<file path="src/rtl/servant_wb_arbiter.sv">
// Round-robin Wishbone-classic arbiter: three masters (serv dbus, serv ibus,
// debug/loader) share one slave port. A grant is held until the slave acks or
// the optional timeout forces an error ack. Each transaction is followed by one
// RELEASE cycle, so a served master has time to drop cyc before re-arbitration.
module servant_wb_arbiter #(
    parameter int TIMEOUT = 255,
    parameter int TW      = 8
) (
    input  logic        wb_clk,
    input  logic        wb_rst,
    input  logic [31:0] i_m0_adr,
    input  logic [31:0] i_m0_dat,
    input  logic [3:0]  i_m0_sel,
    input  logic        i_m0_we,
    input  logic        i_m0_cyc,
    output logic [31:0] o_m0_rdt,
    output logic        o_m0_ack,
    input  logic [31:0] i_m1_adr,
    input  logic [31:0] i_m1_dat,
    input  logic [3:0]  i_m1_sel,
    input  logic        i_m1_we,
    input  logic        i_m1_cyc,
    output logic [31:0] o_m1_rdt,
    output logic        o_m1_ack,
    input  logic [31:0] i_m2_adr,
    input  logic [31:0] i_m2_dat,
    input  logic [3:0]  i_m2_sel,
    input  logic        i_m2_we,
    input  logic        i_m2_cyc,
    output logic [31:0] o_m2_rdt,
    output logic        o_m2_ack,
    output logic [31:0] o_s_adr,
    output logic [31:0] o_s_dat,
    output logic [3:0]  o_s_sel,
    output logic        o_s_we,
    output logic        o_s_cyc,
    input  logic [31:0] i_s_rdt,
    input  logic        i_s_ack,
    output logic        o_err,
    output logic [1:0]  o_err_master
);

    typedef enum logic [1:0] {IDLE, GRANT, RELEASE} state_t;

    // Last counter value before the forced ack; unused when TIMEOUT is 0.
    localparam logic [TW-1:0] TO_LAST = (TIMEOUT > 0) ? TW'(TIMEOUT - 1) : '0;

    state_t      state_reg, state_next;
    logic [1:0]  grant_reg, grant_next;
    logic [1:0]  last_reg, last_next;
    logic [TW-1:0] cnt_reg, cnt_next;
    logic [1:0]  err_master_reg, err_master_next;

    // Master buses gathered into arrays so muxing and fan-out are indexed.
    logic [31:0] m_adr [3];
    logic [31:0] m_dat [3];
    logic [3:0]  m_sel [3];
    logic [2:0]  m_we;
    logic [2:0]  m_cyc;
    logic [31:0] m_rdt [3];
    logic [2:0]  m_ack;

    assign m_adr[0] = i_m0_adr;
    assign m_adr[1] = i_m1_adr;
    assign m_adr[2] = i_m2_adr;
    assign m_dat[0] = i_m0_dat;
    assign m_dat[1] = i_m1_dat;
    assign m_dat[2] = i_m2_dat;
    assign m_sel[0] = i_m0_sel;
    assign m_sel[1] = i_m1_sel;
    assign m_sel[2] = i_m2_sel;
    assign m_we     = {i_m2_we, i_m1_we, i_m0_we};
    assign m_cyc    = {i_m2_cyc, i_m1_cyc, i_m0_cyc};

    logic granted;
    logic timeout_hit;

    assign granted     = (state_reg == GRANT);
    // A real ack in the same cycle wins over the timeout.
    assign timeout_hit = (TIMEOUT > 0) && granted && !i_s_ack && (cnt_reg == TO_LAST);

    assign o_s_cyc = granted;
    assign o_s_adr = granted ? m_adr[grant_reg] : '0;
    assign o_s_dat = granted ? m_dat[grant_reg] : '0;
    assign o_s_sel = granted ? m_sel[grant_reg] : '0;
    assign o_s_we  = granted ? m_we[grant_reg]  : 1'b0;

    assign o_err        = timeout_hit;
    // Show the offending master already in the pulse cycle, then hold it.
    assign o_err_master = timeout_hit ? grant_reg : err_master_reg;

    // Per-master return path: only the granted master sees ack/rdt; a forced
    // (timeout) ack returns zero data.
    generate
        for (genvar gi = 0; gi < 3; gi++) begin : g_ret
            logic sel_this;
            assign sel_this   = granted && (grant_reg == 2'(gi));
            assign m_ack[gi]  = sel_this && (i_s_ack || timeout_hit);
            assign m_rdt[gi]  = (sel_this && !timeout_hit) ? i_s_rdt : '0;
        end
    endgenerate

    assign o_m0_ack = m_ack[0];
    assign o_m1_ack = m_ack[1];
    assign o_m2_ack = m_ack[2];
    assign o_m0_rdt = m_rdt[0];
    assign o_m1_rdt = m_rdt[1];
    assign o_m2_rdt = m_rdt[2];

    // Round-robin pick: first requester in order last+1, last+2, last (mod 3).
    logic       rr_found;
    logic [1:0] rr_winner;
    always_comb begin
        int idx;
        rr_found  = 1'b0;
        rr_winner = 2'd0;
        idx       = 0;
        for (int k = 1; k <= 3; k++) begin
            idx = (int'(last_reg) + k) % 3;
            if (!rr_found && m_cyc[idx]) begin
                rr_found  = 1'b1;
                rr_winner = 2'(idx);
            end
        end
    end

    // Next-state logic for the arbitration FSM and its bookkeeping.
    always_comb begin
        state_next      = state_reg;
        grant_next      = grant_reg;
        last_next       = last_reg;
        cnt_next        = cnt_reg;
        err_master_next = err_master_reg;
        case (state_reg)
            IDLE: begin
                cnt_next = '0;
                if (rr_found) begin
                    grant_next = rr_winner;
                    state_next = GRANT;
                end
            end
            GRANT: begin
                if (i_s_ack || timeout_hit) begin
                    last_next  = grant_reg;
                    cnt_next   = '0;
                    state_next = RELEASE;
                    if (timeout_hit) begin
                        err_master_next = grant_reg;
                    end
                end else begin
                    cnt_next = cnt_reg + TW'(1);
                end
            end
            RELEASE: begin
                state_next = IDLE;
            end
            default: begin
                state_next = IDLE;
            end
        endcase
    end

    // State register with synchronous reset; last-served=2 makes m0 first.
    always_ff @(posedge wb_clk) begin
        if (wb_rst) begin
            state_reg      <= IDLE;
            grant_reg      <= 2'd0;
            last_reg       <= 2'd2;
            cnt_reg        <= '0;
            err_master_reg <= 2'd0;
        end else begin
            state_reg      <= state_next;
            grant_reg      <= grant_next;
            last_reg       <= last_next;
            cnt_reg        <= cnt_next;
            err_master_reg <= err_master_next;
        end
    end

endmodule

</file>
<file path="config.mk">
export PLATFORM = sky130hd
export DESIGN_NAME = servant_wb_arbiter
export DESIGN_NICKNAME = d
export VERILOG_FILES = /design/src/rtl/servant_wb_arbiter.sv
export SDC_FILE = /design/constraint.sdc
export NUM_CORES = 1
export LEC_CHECK = 0
export CELL_PAD_IN_SITES_DETAIL_PLACEMENT = 2
export CELL_PAD_IN_SITES_GLOBAL_PLACEMENT = 2
export CORE_UTILIZATION = 11
export CTS_BUF_LIST = sky130_fd_sc_hd__clkbuf_8
export DETAILED_ROUTE_END_ITERATION = 16
export PLACE_DENSITY = 0.87
export SETUP_SLACK_MARGIN = 0.05
export SLEW_MARGIN = 30
export SYNTH_ARGS = -nofsm -noshare
export SYNTH_HDL_FRONTEND = slang
export SYNTH_SLANG_ARGS = --single-unit
</file>
<file path="constraint.sdc">
create_clock -name wb_clk -period 2.2 [get_ports wb_clk]
set_clock_uncertainty 0.05 [all_clocks]
set_input_delay 0.44 -clock wb_clk [delete_from_list [all_inputs] [get_ports wb_clk]]
set_output_delay 0.44 -clock wb_clk [all_outputs]
set_load 0.02 [all_outputs]
</file>
---- After elaboration in Yosys (flattened, before gate mapping) ----
Cells that the tools add are included.
word-level totals
  register bits after elaboration ......... 16
  bits in latches ......................... 0
  memory bits (writable) .................. 0
  ROM bits ................................ 0
  bits of input ports ..................... 245
  output and inout port bits .............. 172
  memories ................................ 0
cells by class
  $add $sub $neg .......................... 4
  multiply operators ...................... 0
  div/mod/pow operators ................... 3
  magnitude comparators ................... 5
  equality and inequality tests ........... 6
  shifts and indexed selects .............. 0
  muxes and demuxes ....................... 39
  bitwise gates (word level) .............. 1
  reduce and logical (&&, ||, !) cells .... 24
operator list
  cell                                                                           count
  32-bit two-way mux                                                             9
  32-bit binary-select mux with 2-bit select                                     2
  32-bit by 4-bit less-than comparator with 1-bit output, second input constant  3
  32-bit by 3-bit modulo with 32-bit output, second input constant               3
  8-bit case mux with 2 select lines                                             1
  1-bit logical AND                                                              13
  2-bit two-way mux                                                              6
  4-bit two-way mux                                                              3
  1-bit two-way mux                                                              11
  8-bit by 1-bit adder with 8-bit output, second input constant                  1
  1-bit binary-select mux with 2-bit select                                      4
  4-bit binary-select mux with 2-bit select                                      1
  8-bit equality test, second input constant                                     1
  8-bit two-way mux                                                              1
  2-bit by 2-bit adder with 3-bit output, second input constant                  2
  2-bit AND reduction                                                            3
  2-bit by 1-bit equality test with 1-bit output, second input constant          2
  1-bit zero test                                                                4
  2-bit zero test                                                                2
  2-bit case mux with 2 select lines                                             1
  2-bit by 1-bit adder with 3-bit output, second input constant                  1
  3-bit >= comparator, second input constant                                     1
  2-bit by 3-bit less-than comparator with 1-bit output, second input constant   1
  2-bit inverter with 3-bit output                                               1
  5 further kinds                                                                5

---- Logic depth before layout (Yosys ltp) ----
Gate-level depths: netlist of run 1.
  depth after elaboration ................. 14
  mapped depth ............................ 7
  depth with buffers taken out ............ 7

---- Worst setup path before layout of run 1 ----
OpenSTA, ideal clock, no wires.
  path kind ............................... reg-to-output
  from .................................... register cnt_reg[0]
  to ...................................... output o_m1_rdt[10]
  arrival time ............................ 1,519 ps
  data required time ...................... 1,710 ps
  slack ................................... 191 ps
  stages on the path, launching flop included .. 8
  path buffers ............................ 1
  cell sequence ........................... dfxtp_1 > inv_1 > ha_1 > nand3b_2 > o31ai_4 > nor2_1 > clkbuf_1 > and2_1
between the ends
  longest elaborated chain between the ends .. 5
ends and longest elaborated chain
  what                      line  text
  start: declaration        51    logic [TW-1:0] cnt_reg, cnt_next;
  start signal: assignment  175   cnt_reg <= cnt_next;
  8-bit equality test       80    assign timeout_hit = (TIMEOUT > 0) && granted && !i_s_ack && (cnt_reg == TO_LAST);
  1-bit logical AND         80
  1-bit zero test           99    assign m_rdt[gi] = (sel_this && !timeout_hit) ? i_s_rdt : '0;
  1-bit logical AND         99
  32-bit two-way mux        99
  end: declaration          23    output logic [31:0] o_m1_rdt,
Every way passes these cells.

---- Final worst setup path of run 1 ----
  from .................................... input i_s_ack
  to ...................................... output o_m2_rdt[29]
between the ends
  longest elaborated chain between the ends .. 6
ends and longest elaborated chain
  what                            line  text
  start: declaration              38    input logic i_s_ack,
  1-bit zero test                 80
  1-bit logical AND (2 in a row)  80
  1-bit zero test                 99
  1-bit logical AND               99
  32-bit two-way mux              99
  end: declaration                30    output logic [31:0] o_m2_rdt,
Every way passes these cells.

==> qor.yml, run 1 <==
finish:
  largest_reg_flops: 8
  design_area_um2: 10230
  fin_util_pct: 34.42
  nets: 1323
  final_cell_mix: "clkdlybuf4s50_1, buf_6, nor2_1"
  drive_above_1_share_pct: 45.90
  syn_to_final_growth_pct: 206.9
  final_common_cell: "clkdlybuf4s50_1"
hold_path:
  hold_path.class: "flip-flop to flip-flop"
place:
  gp_congestion: 0.7610
  dpl_worst_slack_ns: -0.8165
  portBuffers: 416
  placed_cell_area_um2: 8444
  hpwl_um: 20060
logic_synthesis:
  yosysTopAreaCell: "mux2i_1"
  synth.distinct_cells: 43
  syn_inst: 537
  avgSynthCellArea_um2: 6.205
  synth-edff-count: 0
  ys_ff_latch: 16
  synth_ff_type: "dfxtp_1"
  ys_top_cells_by_area: "mux2i_1, and2_1, nor2_1"
  synth_area_um2: 3332
  ys_seq_area_share_pct: 9.613
  yosysWarningCount: 0
  synth_fp_nets: 787
  async_flop_share_pct: 0
  synth_top_area_share_pct: 21.33
global_route:
  met3_usage_pct: 2.541
  grt_pass1_vias: 6602
  grt.overflow.total: 0
  antenna_found_initial: 0
  grt-busiest-layer: "met2"
  use_met2_pct: 31.20
  grt_max_degree: 54
  grt_usage_pct: 16.48
  use_met1_pct: 18.68
  grt_pass1_wl_um: 39270
detailed_routing:
  drt_iter0_markers: 146
  drcViolationCount: 0
  via_count: 6160
  antenna_left: 0
  vias_per_cell: 4.211
  drt-pass1-iter-count: 4
  wl_um: 30770
  detail_route.wl_per_cell_um: 21.03
clock_tree:
  cts_max_level: 1
  cts_sinks: 16
  cts_made_buffers: 3
  path_clk_slew_ns: 0.07
  holdBufCountCts: 0
  root_buffer: "clkbuf_8"
  cts_buffer_depth: 2
  insertion_delay_ns: 0.25
  cts_tree: "built"
worst_setup_path:
  worstPathArrival_ns: 2.07
  end_kind: "primary output"
  required_ns: 1.71
  cp-start-kind: "input pin"
  crit_type: "input pin to primary output"
  crit_path_max_fanout: 8
sta:
  fmax_ghz: 0.3899
  finalMaxSlewViolations: 0
  slew_headroom_pct: 75.91
  layout_setup_ws_ns: -0.3648
  finalHoldViolCount: 0
  tightest_slew_ns: 0.3613
  period_minus_slack_ns: 2.565
  min_period_over_period_pct: 116.6
  rsz0062_at_grt: "true"
  setup_viol: 151
  fin_hold_ws_ns: 0.4839
die:
  core_area_um2: 29720
  initial_utilization_pct: 11.21
  ios: 417
  die_y_um: 176.0
  die_width_um: 176.0
  die_area_um2: 30990
  rows: 63
outcome:
  status: "complete, but fails checks"
  failed_checks: "setup timing"
pwr:
  ir_drop_v: 0.0001811
  power.leakage_nw: 4.491
  p_per_area_nw_per_um2: 431.0
  power_mw: 4.408
flow_run:
  cap_violations: 0
[metrics by stage]
stage | TNS (ns) | cells
4_1_cts | -42.87 | 1412
3_5_place_dp | -88.99 | 1366
6_report | -29.77 | 1463
3_3_place_gp | -80.82 | 1366
5_1_grt | -42.22 | 1462
2_1_floorplan | 0 | 537
[routing by layer]
metal  wire [um]  vias to the layer above
met1       12210                     2980
met5           0                        -
li1            -                     2857
met4         862                        0
met2       16140                      278
met3        1562                       45
[power by group]
part,switching (mW),internal [mW],total (mW)
Clock,0.108,0.124,0.232
Combinational,1.77,2.08,3.86
Sequential,0.0147,0.305,0.319
Total,1.90,2.51,4.41
[worst max-delay path: stages]
cell,delay (ns)
dlygate4sd2_1,0.25
nand3b_4,0.17
o31ai_4,0.25
buf_6,0.15
buf_6,0.09
nor2_4,0.04
buf_6,0.14
buf_16,0.15
buf_6,0.12
and2_4,0.15
buf_6,0.12
[final cells by class]
class | count | area [um2]
Antenna cell | 1 | 2.502
Clock buffer | 3 | 41.29
Clock inverter | 1 | 3.754
Fill cell | 3303 | 19490
Inverter | 11 | 43.79
Multi-Input combinational cell | 467 | 3296
Sequential cell | 16 | 331.6
Tap cell | 390 | 488.0
Timing Repair Buffer | 574 | 6021
[synth_stat cells (5+ instances only)]
cell type	n
nor2_1	158
ha_1	5
nand3_1	8
and2_1	96
a21oi_1	74
nand2_1	11
a31oi_1	5
dfxtp_1	16
clkbuf_1	31
buf_2	11
inv_1	10
mux2i_1	71
[path summary, 6_finish.rpt]
check                           start                   endpoint  slack (ns)  cells past startpoint
max                           i_s_ack               o_m2_rdt[29]       -0.36                     11
min           cnt_reg[6]$_SDFFE_PP0P_    cnt_reg[6]$_SDFFE_PP0P_        0.48                      2
max reg2reg  last_reg[1]$_SDFFE_PP1P_  grant_reg[1]$_SDFFE_PP0P_        0.25                      7
min reg2reg   cnt_reg[6]$_SDFFE_PP0P_    cnt_reg[6]$_SDFFE_PP0P_        0.48                      2
[logic make-up (layout without fill, tap and decap cells)]
group	after synthesis	after routing	share of synthesized area, %
compound gates	96	96	17.42
flops	16	16	9.613
buf+inv	54	589	6.534
simple gates	293	293	42.55
mux	73	73	22.01
fa+ha+maj	5	5	1.878
other cells	0	1	0
[timing repair]
item / in CTS / in global routing
pin swaps: 23 / 61
cloned: 9 / 8
gates resized for setup: 827 / 337
setup buffers: 33 / 54
setup endpoints to repair: 171 / 172
endpoints found under the hold margin: 0 / 0
(Power assumes the default switching activity.)
==> run 2, diff against run 1 <==
CTS_CLUSTER_DIAMETER = 120   (was default)
==> results of run 2 <==
Final layout, timing and power as in run 1 (identical DEF).
